<file path="src/rtl/fsm_operand_feeder.sv">
// fsm_operand_feeder: buffers operand pairs and feeds them to the encode/ALU engine one job at a time
module fsm_operand_feeder #(
  parameter int DATA_W  = 8,
  parameter int DEPTH   = 4,
  parameter int TIMEOUT = 16
) (
  input  logic                       clk,
  input  logic                       rst_n,
  input  logic                       in_valid,
  output logic                       in_ready,
  input  logic [DATA_W-1:0]          in_a,
  input  logic [DATA_W-1:0]          in_b,
  output logic                       start,
  output logic [DATA_W-1:0]          op_data,
  input  logic                       eng_done,
  output logic                       busy,
  output logic [$clog2(DEPTH):0]     level,
  output logic [7:0]                 jobs_done,
  output logic                       err_timeout
);
  localparam int AW = $clog2(DEPTH);
  localparam int LW = AW + 1;
  localparam int WW = $clog2(TIMEOUT + 1);
  typedef enum logic [2:0] {F_IDLE, F_START, F_SEND_A, F_SEND_B, F_WAIT} state_t;
  state_t            state_q, state_d;
  logic [DATA_W-1:0] mem_a [DEPTH];
  logic [DATA_W-1:0] mem_b [DEPTH];
  logic [AW-1:0]     wr_q, rd_q;
  logic [LW-1:0]     level_q;
  logic [WW-1:0]     wd_q;
  logic [7:0]        jobs_q;
  logic              err_q;
  logic              push, pop, done_ok, wd_hit;
  assign in_ready    = level_q != LW'(DEPTH);
  assign push        = in_valid && in_ready;
  assign pop         = state_q == F_SEND_B;
  assign done_ok     = state_q == F_WAIT && eng_done;
  assign wd_hit      = state_q == F_WAIT && !eng_done && wd_q == WW'(TIMEOUT - 1);
  assign start       = state_q == F_START;
  assign busy        = state_q != F_IDLE;
  assign level       = level_q;
  assign jobs_done   = jobs_q;
  assign err_timeout = err_q;
  assign op_data     = state_q == F_SEND_A ? mem_a[rd_q] :
                       state_q == F_SEND_B ? mem_b[rd_q] : '0;
  // next-state: one job per queued pair; done beats the watchdog in the same cycle
  always_comb begin
    state_d = state_q;
    case (state_q)
      F_IDLE:   state_d = level_q != '0 ? F_START : F_IDLE;
      F_START:  state_d = F_SEND_A;
      F_SEND_A: state_d = F_SEND_B;
      F_SEND_B: state_d = F_WAIT;
      F_WAIT:   state_d = eng_done ? (level_q != '0 ? F_START : F_IDLE) :
                          wd_hit ? F_IDLE : F_WAIT;
      default:  state_d = F_IDLE;
    endcase
  end
  // state, FIFO pointers, watchdog and counters
  always_ff @(posedge clk or negedge rst_n) begin
    if (!rst_n) begin
      state_q <= F_IDLE;
      wr_q    <= '0;
      rd_q    <= '0;
      level_q <= '0;
      wd_q    <= '0;
      jobs_q  <= '0;
      err_q   <= 1'b0;
    end else begin
      state_q <= state_d;
      wr_q    <= push ? wr_q + AW'(1) : wr_q;
      rd_q    <= pop ? rd_q + AW'(1) : rd_q;
      level_q <= level_q + LW'(push) - LW'(pop);
      wd_q    <= state_q == F_WAIT ? wd_q + WW'(1) : '0;
      jobs_q  <= jobs_q + 8'(done_ok);
      err_q   <= wd_hit;
    end
  end
  // pair storage needs no reset; pointers and level define what is valid
  always_ff @(posedge clk) begin
    if (push) begin
      mem_a[wr_q] <= in_a;
      mem_b[wr_q] <= in_b;
    end
  end
endmodule
</file>
<file path="config.mk">
export PLATFORM = sky130hd
export DESIGN_NAME = fsm_operand_feeder
export DESIGN_NICKNAME = d
export VERILOG_FILES = /design/src/rtl/fsm_operand_feeder.sv
export SDC_FILE = /design/constraint.sdc
export NUM_CORES = 1
export LEC_CHECK = 0
export CORE_MARGIN = 2
export CORE_UTILIZATION = 32
export DETAILED_ROUTE_END_ITERATION = 8
export PLACE_DENSITY = 0.59
export SLEW_MARGIN = 30
export SYNTH_ARGS = -nofsm -noshare
export SYNTH_HDL_FRONTEND = slang
export SYNTH_SLANG_ARGS = --single-unit
</file>
<file path="constraint.sdc">
create_clock -name clk -period 2.1 [get_ports clk]
set_input_delay 0.42 -clock clk [delete_from_list [all_inputs] [get_ports clk]]
set_output_delay 0.42 -clock clk [all_outputs]
set_load 0.1 [all_outputs]
</file>
==> summary.md <==
| Metric | Value |
|---|---|
| Synth Instances | `206` |
| Ys Warns | `0` |
| Die area | `12070 um^2` |
| Wirelength, routed | `6.386 mm` |
| Hold-fix buffers, CTS | `0` |
| Slew margin rel. | `79.61%` |
| First-pass GRT wire length | `10.12 mm` |
| Synth area leader | `edfxtp_1` |
| Hpwl dp | `4.177 mm` |
| Initial drt markers | `71` |
| DRC viols | `0` |
| Core area | `10890 um^2` |
| Final Cycle Share | `110.4%` |
| Lkg Pwr | `1.830 nW` |
| GRT met1 Usage | `14.46%` |
| Routed WL per cell | `15.35 um` |
| Max VDD drop | `799.1 uV` |
| Vias in the first global route | `2029` |
| ANT nets after route | `0` |
| Worst Setup Start Kind | `flip-flop` |
| Setup slack at placement | `-0.1930 ns` |
| Root Driver | `clkbuf_8` |
| Max_cap viols | `0` |
| Seq/Total Area, Yosys | `70.32%` |
| Final core utilization | `43.27%` |
| Number of fill cells in the layout | `930` |
| Unrepaired setup endpoints after global routing | `true` |
| Clk_skew | `0.007130 ns` |
| Crit-path cells | `or4b_4, o22ai_2, a21o_2, buf_12` |
| Clk buf depth | `2` |
| Placed Instances | `398` |
| Gr busiest metal | `met2` |
| Critical Path RT | `1.68 ns` |
| # port buffers | `42` |
| Status | `finished with violations` |
| GRT met2 Usage | `18.40%` |
| TNS Setup | `-1.599 ns` |
| Final std cells w/o fill | `416` |
| Synth Register Bits | `88` |
| I/O pin total | `43` |
| FF+latch area | `2534 um^2` |
| Post-Synthesis Cell Area | `3587 um^2` |
| Max-slew violation count | `0` |
| Finished Cell Area | `4711 um^2` |
| Post-synth net total | `237` |
| FMAX | `0.4313 GHz` |
| Synth area leaders | `edfxtp_1 (54%), dfrtp_1 (17%), mux4_2 (5.0%)` |
| Largest net degree at the start of global routing | `26` |
| Chip width | `109.9 um` |
| Worst hold path class | `primary input to async pin` |
| Die Y | `109.9 um` |
| Crit Path Class | `flip-flop to primary output` |
| Area Growth Syn to Fin | `31.32%` |
| Overall Global Routing Usage | `11.58%` |
| Met3 GRT Util | `2.253%` |
| Multi-input gate area in the final layout | `1056 um^2` |
| Worst-path clk slew | `0.08 ns` |
| R2r worst-path depth | `9` |
| Final GP Congestion | `0.7150` |
| Worst Tran Pin Value | `0.3058 ns` |
| Via Count | `1910` |
| Nature of the critical path endpoint | `primary output` |
| Final hold vios | `0` |
| Post-synth cell types | `31` |
| Pwr per Cell Area | `1626 nW/um^2` |
| TritonCTS clock tree | `built` |
| Starting Density | `32.95%` |
| CP max FO | `8` |
| CP arrival | `1.90 ns` |
| Clk sinks | `88` |
| Yosys top cell area share | `53.58%` |
| CP max stage delay | `0.66 ns` |
| Final setup margin | `-0.2183 ns` |
| Share of layout cells above drive strength 1 | `35.14%` |
| Routed vias/inst | `4.591` |
| Global route total overflow | `0` |
| CP max stage cell | `or4b_4` |
| Total Nets Final | `302` |
| First drt pass iteration count | `3` |
| Violated checks | `negative setup slack` |
| Clk_lat worst skew | `0.36 ns` |
| Mapped Avg Cell Area | `17.41 um^2` |
| H-tree levels | `3` |
| Antenna violations before repair | `0` |
| Setup violators final | `9` |
| FP Rows | `38` |
| Min Tclk post-route | `2.318 ns` |
| Num CTS Buffers | `9` |
| # diodes | `0` |
| Dpl cell area | `4449 um^2` |
## report_power, final
| group | internal (W) | switching [W] | total, W |
|---|---|---|---|
| Combinational | 0.00160 | 0.00250 | 0.00409 |
| Sequential | 0.00230 | 0.000149 | 0.00245 |
| Clock | 0.000548 | 0.000569 | 0.00112 |
## flip-flops by register name, indices dropped and copies added, names as in the netlist
register	cells
mem_a	32
level	3
mem_b	32
jobs_done	8
wd_q	5
rd_q	2
wr_q	2
state_q	3
err_timeout	1
## cells in the final DEF, fill, tap and decap left out, types with 2 or more instances in the layout
cell              n
and3_1            9
ha_1              8
clkdlybuf4s50_1  19
xor2_1            2
clkinvlp_4        2
nor2_1            6
clkbuf_8          9
buf_4            27
mux2i_1          16
inv_1             5
mux4_2            8
edfxtp_1         64
o22ai_2           8
nand3_1           6
xnor2_1          11
buf_12           16
ha_4              2
nand2_1           2
clkbuf_1          2
dfrtp_4           3
dfrtp_1          21
inv_2             2
a21o_2            8
## cells by family after synthesis
group / count (synthesis) / share of synthesized area, %
AO/OA/AOI/OAI: 18 / 4.186
multiplexers: 25 / 9.906
adder cells (fa/ha/maj): 11 / 4.046
XOR/XNOR: 14 / 3.418
flip-flops: 88 / 70.32
buffers and inverters: 17 / 2.441
AND/OR/NAND/NOR: 33 / 5.686
## area by class of cell
type                            count  share of cell area, %
Clock buffer                       11                  2.789
Multi-Input combinational cell    101                  22.42
Sequential cell                    88                  53.78
Inverter                            8                 0.6906
Clock inverter                      5                  1.222
Timing Repair Buffer               63                  15.38
Tap cell                          140                  3.718
## per-layer routing
layer / part of all wire (%) / up-vias / routed length [um]
met2: 49 / 28 / 3107
met3: 2.5 / 11 / 162
met5: 0 / - / 0
met4: 2.8 / 0 / 177
li1: - / 908 / -
met1: 46 / 963 / 2938
## per-stage QoR
stage | hold slack, ns | power [W]
after floorplan | 0.1244 | 0.005166
after global placement | 0.4514 | 0.006465
after detailed placement | 0.4646 | 0.006504
after CTS | 0.4242 | 0.007696
after global routing | 0.4673 | 0.008024
final | 0.4269 | 0.007658
## timing repair
item / CTS / global route
hold endpoints to repair: 0 / 0
setup endpoints to repair: 9 / 10
pin swaps: 3 / 8
setup buffers: 1 / 1
gates resized for setup: 6 / 4
## cells in the mapped netlist
| master | count |
|---|---|
| and3_1 | 9 |
| nor3b_1 | 2 |
| inv_2 | 1 |
| nand2b_1 | 1 |
| mux2i_1 | 16 |
| nand2_1 | 2 |
| mux4_2 | 8 |
| o31ai_1 | 1 |
| xor2_1 | 2 |
| xnor2_1 | 12 |
| buf_2 | 7 |
| and2_4 | 1 |
| dfrtp_1 | 24 |
| fa_1 | 1 |
| or3b_4 | 1 |
| ha_1 | 10 |
| edfxtp_1 | 64 |
| or3_2 | 1 |
| nor4_1 | 1 |
| mux2_4 | 1 |
| a21o_1 | 8 |
| nand3b_1 | 1 |
| a211oi_1 | 1 |
| buf_6 | 2 |
| o22ai_2 | 4 |
| inv_1 | 7 |
| nor2_1 | 6 |
| nand3_1 | 6 |
| o22ai_1 | 4 |
| or4b_4 | 1 |
| nand4bb_1 | 1 |
## final timing paths
| path | start | endpoint | slack (ns) |
|---|---|---|---|
| worst max-delay path | rd_q[0] | op_data[0] | -0.22 |
| worst min-delay path | rst_n | level[1] | 0.43 |
| worst max register to register | level[1] | level[2] | -0.04 |
| worst min register to register | wd_q[0] | wd_q[0] | 0.47 |
| max in group asynchronous | rst_n | level[2] | 1.41 |
| min in group clk | wd_q[0] | wd_q[0] | 0.47 |
## worst max-delay path, delay by kind of cell, from the launching register on
family          cells  cell delay, ns
compound gates      2            0.30
buf+inv             1            0.17
flops               1            0.40
simple gates        1            0.66
No activity file was read; power rests on OpenSTA's default activity.
